`config.mk`:
```
export PLATFORM = sky130hd
export DESIGN_NAME = phy_tx_sched
export DESIGN_NICKNAME = d
export VERILOG_FILES = /design/src/rtl/phy_tx_sched.sv
export SDC_FILE = /design/constraint.sdc
export NUM_CORES = 1
export LEC_CHECK = 0
export ABC_AREA = 1
export BUFFER_PORTS_ARGS = -buffer_cell sky130_fd_sc_hd__buf_2
export CORE_MARGIN = 1
export CORE_UTILIZATION = 40
export DETAILED_ROUTE_END_ITERATION = 12
export GPL_TIMING_DRIVEN = 0
export PLACE_DENSITY = 0.71
export SYNTH_ARGS = -nofsm -noshare
export SYNTH_HDL_FRONTEND = slang
export SYNTH_SLANG_ARGS = --single-unit
export TNS_END_PERCENT = 1
```
`constraint.sdc`:
```
create_clock -name clk -period 1.9 [get_ports clk]
set_clock_uncertainty 0.1 [all_clocks]
set_input_delay 0.38 -clock clk [delete_from_list [all_inputs] [get_ports clk]]
set_output_delay 0.38 -clock clk [all_outputs]
set_load 0.03 [all_outputs]
```
`src/rtl/phy_tx_sched.sv`:
```
// -----------------------------------------------------------------------------
// phy_tx_sched
//
// Word scheduler in front of the transmit PHY. Two requesters share the 32-bit
// input_bus under round-robin arbitration, and words are launched at a fixed
// pace of one per WORD_PERIOD clocks. After reset, a burst of TRAIN_WORDS
// comma words is sent for link training. After that, every slot that no
// requester claims is filled with a comma idle word, so the serial lanes
// always have data.
//
// Parameters
//   WORD_PERIOD : clk cycles per word slot (>= 2)
//   TRAIN_WORDS : comma words sent after reset before requesters are served (>= 1)
//   COM         : comma symbol; idle/training word is {4{COM}}
//
// Ports
//   clk          in   1   single clock for all state
//   reset        in   1   asynchronous, active-high reset
//   req0_data    in  32   requester 0 word
//   req0_valid   in   1   requester 0 has a word
//   req0_ready   out  1   requester 0 word accepted this cycle (combinational)
//   req1_data    in  32   requester 1 word
//   req1_valid   in   1   requester 1 has a word
//   req1_ready   out  1   requester 1 word accepted this cycle (combinational)
//   input_bus    out 32   word to the PHY (registered)
//   valid        out  1   input_bus holds a link word (registered)
//   is_com       out  1   current word is a comma fill/training word (registered)
//   grant        out  2   one-hot source of current word, 2'b00 = comma (registered)
//   train_done   out  1   training burst complete (registered)
// -----------------------------------------------------------------------------
module phy_tx_sched #(
    parameter int unsigned WORD_PERIOD = 4,
    parameter int unsigned TRAIN_WORDS = 4,
    parameter logic [7:0]  COM         = 8'hBC
) (
    input  logic        clk,
    input  logic        reset,
    input  logic [31:0] req0_data,
    input  logic        req0_valid,
    output logic        req0_ready,
    input  logic [31:0] req1_data,
    input  logic        req1_valid,
    output logic        req1_ready,
    output logic [31:0] input_bus,
    output logic        valid,
    output logic        is_com,
    output logic [1:0]  grant,
    output logic        train_done
);

    localparam int unsigned SLOT_W  = (WORD_PERIOD > 2) ? $clog2(WORD_PERIOD) : 1;
    localparam int unsigned TRAIN_W = $clog2(TRAIN_WORDS + 1);

    localparam logic [SLOT_W-1:0]  SLOT_LAST  = SLOT_W'(WORD_PERIOD - 1);
    localparam logic [TRAIN_W-1:0] TRAIN_LAST = TRAIN_W'(TRAIN_WORDS - 1);
    localparam logic [31:0]        COM_WORD   = {4{COM}};

    typedef enum logic [0:0] {
        ST_TRAIN = 1'b0,
        ST_RUN   = 1'b1
    } state_e;

    // FSM and bookkeeping state
    state_e              state_q,      state_d;
    logic [SLOT_W-1:0]   slot_cnt_q,   slot_cnt_d;
    logic [TRAIN_W-1:0]  train_cnt_q,  train_cnt_d;
    logic                last_grant_q, last_grant_d;

    // Registered outputs
    logic [31:0]         bus_q,        bus_d;
    logic                valid_q,      valid_d;
    logic                is_com_q,     is_com_d;
    logic [1:0]          grant_q,      grant_d;
    logic                train_done_q, train_done_d;

    // Decoded per-cycle conditions
    logic                launch_s;
    logic                train_last_s;
    logic                pick0_s;
    logic                pick1_s;

    // Round-robin choice between requesters. last_grant is the index of the
    // most recently served requester; on a tie the other one wins.
    function automatic logic [1:0] rr_pick(input logic v0, input logic v1,
                                           input logic last);
        logic [1:0] pick;
        pick = 2'b00;
        if (v0 && v1) begin
            pick = last ? 2'b01 : 2'b10;
        end else if (v0) begin
            pick = 2'b01;
        end else if (v1) begin
            pick = 2'b10;
        end else begin
            pick = 2'b00;
        end
        return pick;
    endfunction

    // Slot decode and arbitration result for the current cycle
    always_comb begin
        launch_s              = (slot_cnt_q == SLOT_LAST);
        train_last_s          = (train_cnt_q == TRAIN_LAST);
        {pick1_s, pick0_s}    = rr_pick(req0_valid, req1_valid, last_grant_q);
    end

    // Slot counter next value: wraps after the launch cycle
    always_comb begin
        slot_cnt_d = slot_cnt_q + SLOT_W'(1);
        if (launch_s) begin
            slot_cnt_d = '0;
        end else begin
            slot_cnt_d = slot_cnt_q + SLOT_W'(1);
        end
    end

    // Slot counter register
    always_ff @(posedge clk or posedge reset) begin
        if (reset) begin
            slot_cnt_q <= '0;
        end else begin
            slot_cnt_q <= slot_cnt_d;
        end
    end

    // FSM state register
    always_ff @(posedge clk or posedge reset) begin
        if (reset) begin
            state_q <= ST_TRAIN;
        end else begin
            state_q <= state_d;
        end
    end

    // FSM next-state: TRAIN ends on the launch of the last training word,
    // RUN is only left through reset
    always_comb begin
        state_d = state_q;
        case (state_q)
            ST_TRAIN: begin
                if (launch_s && train_last_s) begin
                    state_d = ST_RUN;
                end else begin
                    state_d = ST_TRAIN;
                end
            end
            ST_RUN: begin
                state_d = ST_RUN;
            end
            default: begin
                state_d = ST_TRAIN;
            end
        endcase
    end

    // FSM outputs: handshake strobes and next values of the word registers.
    // Everything holds between launches.
    always_comb begin
        req0_ready   = 1'b0;
        req1_ready   = 1'b0;
        train_cnt_d  = train_cnt_q;
        last_grant_d = last_grant_q;
        bus_d        = bus_q;
        valid_d      = valid_q;
        is_com_d     = is_com_q;
        grant_d      = grant_q;
        train_done_d = train_done_q;
        case (state_q)
            ST_TRAIN: begin
                if (launch_s) begin
                    bus_d       = COM_WORD;
                    valid_d     = 1'b1;
                    is_com_d    = 1'b1;
                    grant_d     = 2'b00;
                    train_cnt_d = train_cnt_q + TRAIN_W'(1);
                    if (train_last_s) begin
                        train_done_d = 1'b1;
                    end else begin
                        train_done_d = train_done_q;
                    end
                end else begin
                    train_cnt_d = train_cnt_q;
                end
            end
            ST_RUN: begin
                if (launch_s) begin
                    valid_d    = 1'b1;
                    req0_ready = pick0_s;
                    req1_ready = pick1_s;
                    if (pick0_s) begin
                        bus_d        = req0_data;
                        is_com_d     = 1'b0;
                        grant_d      = 2'b01;
                        last_grant_d = 1'b0;
                    end else if (pick1_s) begin
                        bus_d        = req1_data;
                        is_com_d     = 1'b0;
                        grant_d      = 2'b10;
                        last_grant_d = 1'b1;
                    end else begin
                        // Nobody asked: fill the slot with an idle comma word
                        bus_d        = COM_WORD;
                        is_com_d     = 1'b1;
                        grant_d      = 2'b00;
                        last_grant_d = last_grant_q;
                    end
                end else begin
                    req0_ready = 1'b0;
                    req1_ready = 1'b0;
                end
            end
            default: begin
                req0_ready = 1'b0;
                req1_ready = 1'b0;
            end
        endcase
    end

    // Training counter and round-robin history
    always_ff @(posedge clk or posedge reset) begin
        if (reset) begin
            train_cnt_q  <= '0;
            last_grant_q <= 1'b1;   // makes requester 0 win the first tie
        end else begin
            train_cnt_q  <= train_cnt_d;
            last_grant_q <= last_grant_d;
        end
    end

    // Word output registers
    always_ff @(posedge clk or posedge reset) begin
        if (reset) begin
            bus_q        <= 32'h0000_0000;
            valid_q      <= 1'b0;
            is_com_q     <= 1'b0;
            grant_q      <= 2'b00;
            train_done_q <= 1'b0;
        end else begin
            bus_q        <= bus_d;
            valid_q      <= valid_d;
            is_com_q     <= is_com_d;
            grant_q      <= grant_d;
            train_done_q <= train_done_d;
        end
    end

    assign input_bus  = bus_q;
    assign valid      = valid_q;
    assign is_com     = is_com_q;
    assign grant      = grant_q;
    assign train_done = train_done_q;

endmodule
```
Word level (Yosys, flattened, before mapping)
Index checks and enable logic that the tools add are counted.
{ "word_totals": {"regBits": 44, "elab_cells": 51} }
{ "op_classes": {"mux": 28, "bitwise_logic": 1, "n_reduce_logical": 7, "n_eq_ne": 4, "add_sub_neg": 2} }
{ "op_table": {"columns": ["op", "n"], "rows": [
  ["$mux W32", 4],
  ["$pmux W32 S2", 1],
  ["$mux W2", 9],
  ["$mux W1", 11],
  ["$reduce_and A3 Y1", 2],
  ["$pmux W1 S2", 2],
  ["$pmux W2 S2", 1],
  ["$reduce_and A2 Y1", 2],
  ["$add A3 B1 Y3 const B", 1],
  ["$eq A3 B2 Y1 const B", 1],
  ["$add A2 B1 Y2 const B", 1],
  ["$eq A2 B2 Y1 const B", 1],
  ["$logic_and A1 B1 Y1", 2],
  ["$ne A2 B1 Y1 const B", 1],
  ["$ne A2 B2 Y1 const B", 1],
  ["$reduce_bool A2 Y1", 1],
  ["$not A1 Y1", 1]
]} }

Longest topological paths before layout
{ "depth": {"ltp_word": 7, "ltp_mapped": 7} }

Worst setup path after synthesis
OpenSTA, ideal clock, no wires.
{ "synth_path": {"path_type": "reg-to-output", "startpoint": "register last_grant_q", "endpoint": "output port req0_ready", "stages_incl_launch_ff": 6, "path_buffers": 1, "path_slack_ns": 0.401, "t_arrival_ns": 1.019, "t_required_ns": 1.420, "path_cell_list": "dfstp_2 inv_1 nand2_2 nand2_1 nor2_4 buf_6"} }
{ "synth_between": {"elab_chain_len": 4} }
{ "synth_lines": {"columns": ["element", "line", "text"], "rows": [
  ["from (decl)", "67", "logic last_grant_q, last_grant_d;"],
  ["from (signal assigned)", "226", "last_grant_q <= last_grant_d;"],
  ["$mux W2", "89", "pick = last ? 2'b01 : 2'b10;"],
  ["$mux W2", "88", "if (v0 && v1) begin"],
  ["$mux W1", "186", "if (launch_s) begin"],
  ["$mux W1", "168", "case (state_q)"],
  ["to (decl)", "40", "output logic req0_ready,"]
]} }
Every way passes these cells.

Final worst setup path
{ "layout_path": {"startpoint": "register slot_cnt_q[0]", "endpoint": "output port req1_ready"} }
{ "layout_between": {"elab_chain_len": 3} }
{ "layout_lines": {"columns": ["element", "line", "text"], "rows": [
  ["from (decl)", "65", "logic [SLOT_W-1:0] slot_cnt_q, slot_cnt_d;"],
  ["from (signal assigned)", "122", "slot_cnt_q <= slot_cnt_d;"],
  ["$eq A2 B2 Y1", "102", "launch_s = (slot_cnt_q == SLOT_LAST);"],
  ["$mux W1", "186", null],
  ["$mux W1", "168", null],
  ["to (decl)", "43", "output logic req1_ready,"]
]} }
Every way passes these cells.

==> flow_summary.json <==
{
  "hold_end": "input_bus[0]",
  "dp_cells": 440,
  "ys_warn_count": 0,
  "clock_path_buffers": 2,
  "r2r-end": "input_bus[22]",
  "cp-start-kind": "flop",
  "syn-cell-area_mm2": 0.00219,
  "slew_headroom": 0.709,
  "period_minus_slack_ns": 1.86,
  "clkTransAtPathRegs_ns": 0.08,
  "max_freq_ghz": 0.539,
  "htree_levels": 2,
  "ys_types": 22,
  "drv_cap": 0,
  "routed.top_layer": "met4",
  "fp.dieArea_mm2": 0.00578,
  "grt_antenna_before_repair": 0,
  "synth.net_count": 334,
  "path_class": "flop to output pin",
  "layout-drive-gt1-share": 0.378,
  "synth_cells": 263,
  "viasPerCell": 4.71,
  "ys_seq_area_frac": 0.503,
  "grt_use_total": 0.197,
  "instances_no_fill": 456,
  "layout-area-overhead-vs-synth_pct": 37.4,
  "rrSetupSlack_ns": 0.26,
  "dp_slack_ns": 0.0664,
  "drtIter0Drc": 111,
  "power_uw": 2170,
  "clock_sinks": 44,
  "synth_area_per_cell_um2": 8.33,
  "cp_max_fo": 4,
  "layout_commonest_cell": "buf_2",
  "root_buffer": "clkbuf_8",
  "wl_per_cell_um": 12.1,
  "netlist.area_leader.share": 0.491,
  "fp.coreArea_mm2": 0.00520,
  "ys_seq_elements": 44,
  "critPathCaptureType": "output pin",
  "final_nets": 456,
  "power.density_mw_per_mm2": 721,
  "gp_congestion": 0.760,
  "hold_slack_ns": 0.194,
  "drc": 0,
  "initial_utilization": 0.421,
  "n_antenna_cell": 0,
  "m1WireLength_um": 2490,
  "worstPathRequired_ns": 1.42,
  "ios": 107,
  "cts-buffers-inserted": 5,
  "die_height_um": 76.0,
  "rows": 26,
  "final_cell_mix": "buf_2 (113), nand2_1 (67), dfrtp_1 (43)",
  "grt_setup_unrepaired": "false",
  "fin_ws_ns": 0.0441,
  "ant_nets": 0,
  "grt_pass1_vias": 2003,
  "die_w_um": 76.0,
  "overflow": 0,
  "dr.pass1.iters": 4,
  "r2r_cells": 7,
  "hold_class": "input pin to flop",
  "arrival_ns": 1.38,
  "cts_tree": "done",
  "final_max_slew_viol_count": 0,
  "wirelength_um": 5500,
  "grt_pass1_wl_um": 9070,
  "yosysTopAreaCell": "dfrtp_1",
  "ir_worst_vdd_mv": 0.380,
  "hpwl_um": 3920,
  "vias": 2146,
  "io_buffers": 106,
  "p_leak_uw": 0.00166,
  "whs_path_depth": 3,
  "ys_top_cells_by_area": "dfrtp_1 (49%), nand2_1 (12%), nand3_1 (7.8%)",
  "met2_length_um": 2620,
  "clk_latency_ns": 0.28,
  "reg2reg_from": "slot_cnt_q[0]",
  "wl_met3_um": 295,
  "grt_max_degree": 26,
  "status": "finished, final reports clean",
  "min_from": "req0_data[0]",
  "hold_violations": 0,
  "max_slew.worst_pin.slew_ns": 0.435,
  "period_share": 0.977,
  "setup_violations": 0
}
worst max path at each step:
stage / from / end / depth (start not counted)
floorplan: reset / grant[0] / 1
global placement: reset / input_bus[21] / 2
detailed placement: last_grant_q / req0_ready / 6
CTS: last_grant_q / req0_ready / 6
global route: slot_cnt_q[0] / req1_ready / 6
finish: slot_cnt_q[0] / req1_ready / 6
per-stage QoR:
| step | utilization | setup TNS (ns) | area, um^2 |
|---|---|---|---|
| floorplan | - | 0 | 2190 |
| CTS | 0.576 | -0.0105 | 3000 |
| detailed placement | 0.544 | 0 | 2830 |
| global route | 0.578 | 0 | 3010 |
| global placement | 0.540 | -9.32 | 2810 |
| finish | 0.578 | 0 | 3010 |
synthesized netlist by cell type:
library cell  count
a21oi_1          18
nand2_4           1
inv_1            25
nor2_4            2
buf_6             4
o21bai_1          2
inv_2             1
nand3b_1         20
buf_2             9
nand2_1          68
dfstp_2           1
nand3_1          34
o21ai_0           4
nor3_2            1
nand2_2           1
dfrtp_1          43
or2_2             1
buf_4             2
clkinv_1          1
ha_1              3
nor2_1           21
xnor2_1           1
area by class of cell:
cell class / instances / area, um^2
fill: 507 / 2190
sequential: 44 / 1100
multi-input combinational: 177 / 898
timing repair buffer: 116 / 633
inverter: 27 / 101
buffer: 14 / 97.6
clock buffer: 8 / 90.1
tap: 70 / 87.6
sequential cells by signal, summed over array words and instances, names as in the netlist:
register,cells
is_com,1
state_q,1
grant,2
train_cnt_q,3
train_done,1
input_bus,32
valid,1
last_grant_q,1
slot_cnt_q,2
kinds of logic (layout without fill, tap and decap cells):
| group | after synthesis | in the layout | synth area share |
|---|---|---|---|
| flip-flops | 44 | 44 | 0.503 |
| AND/OR/NAND/NOR | 149 | 149 | 0.324 |
| XOR/XNOR | 1 | 1 | 0.00400 |
| AO/OA/AOI/OAI | 24 | 24 | 0.0571 |
| buffers and inverters | 42 | 165 | 0.0942 |
| adder cells (fa/ha/maj) | 3 | 3 | 0.0171 |
critical path: stages (launching register included):
cell     delay, ns
dfrtp_1       0.39
ha_1          0.21
buf_6         0.13
nand2_8       0.08
nor2_4        0.04
buf_6         0.12
buf_6         0.13
report_power, final:
group,total [uW],internal (uW),switching [uW],leakage [uW]
Sequential,1060,1020,40.4,0.000499
Clock,584,297,288,0.0000455
Combinational,530,196,334,0.00111
Total,2170,1510,662,0.00166
layer usage:
| metal | vias up | GRT usage |
|---|---|---|
| met5 | - | 0 |
| met4 | 0 | 0.0827 |
| met3 | 6 | 0.0395 |
| met2 | 71 | 0.326 |
| met1 | 990 | 0.252 |
| li1 | 1079 | - |
timing repair:
action,CTS,global route
pin swaps,3,2
hold endpoints to repair,7,0
endpoints found under the setup margin,2,2
gates resized for setup,8,1
setup buffers,5,3
hold buffers,1,0
(Power assumes the default switching activity.)
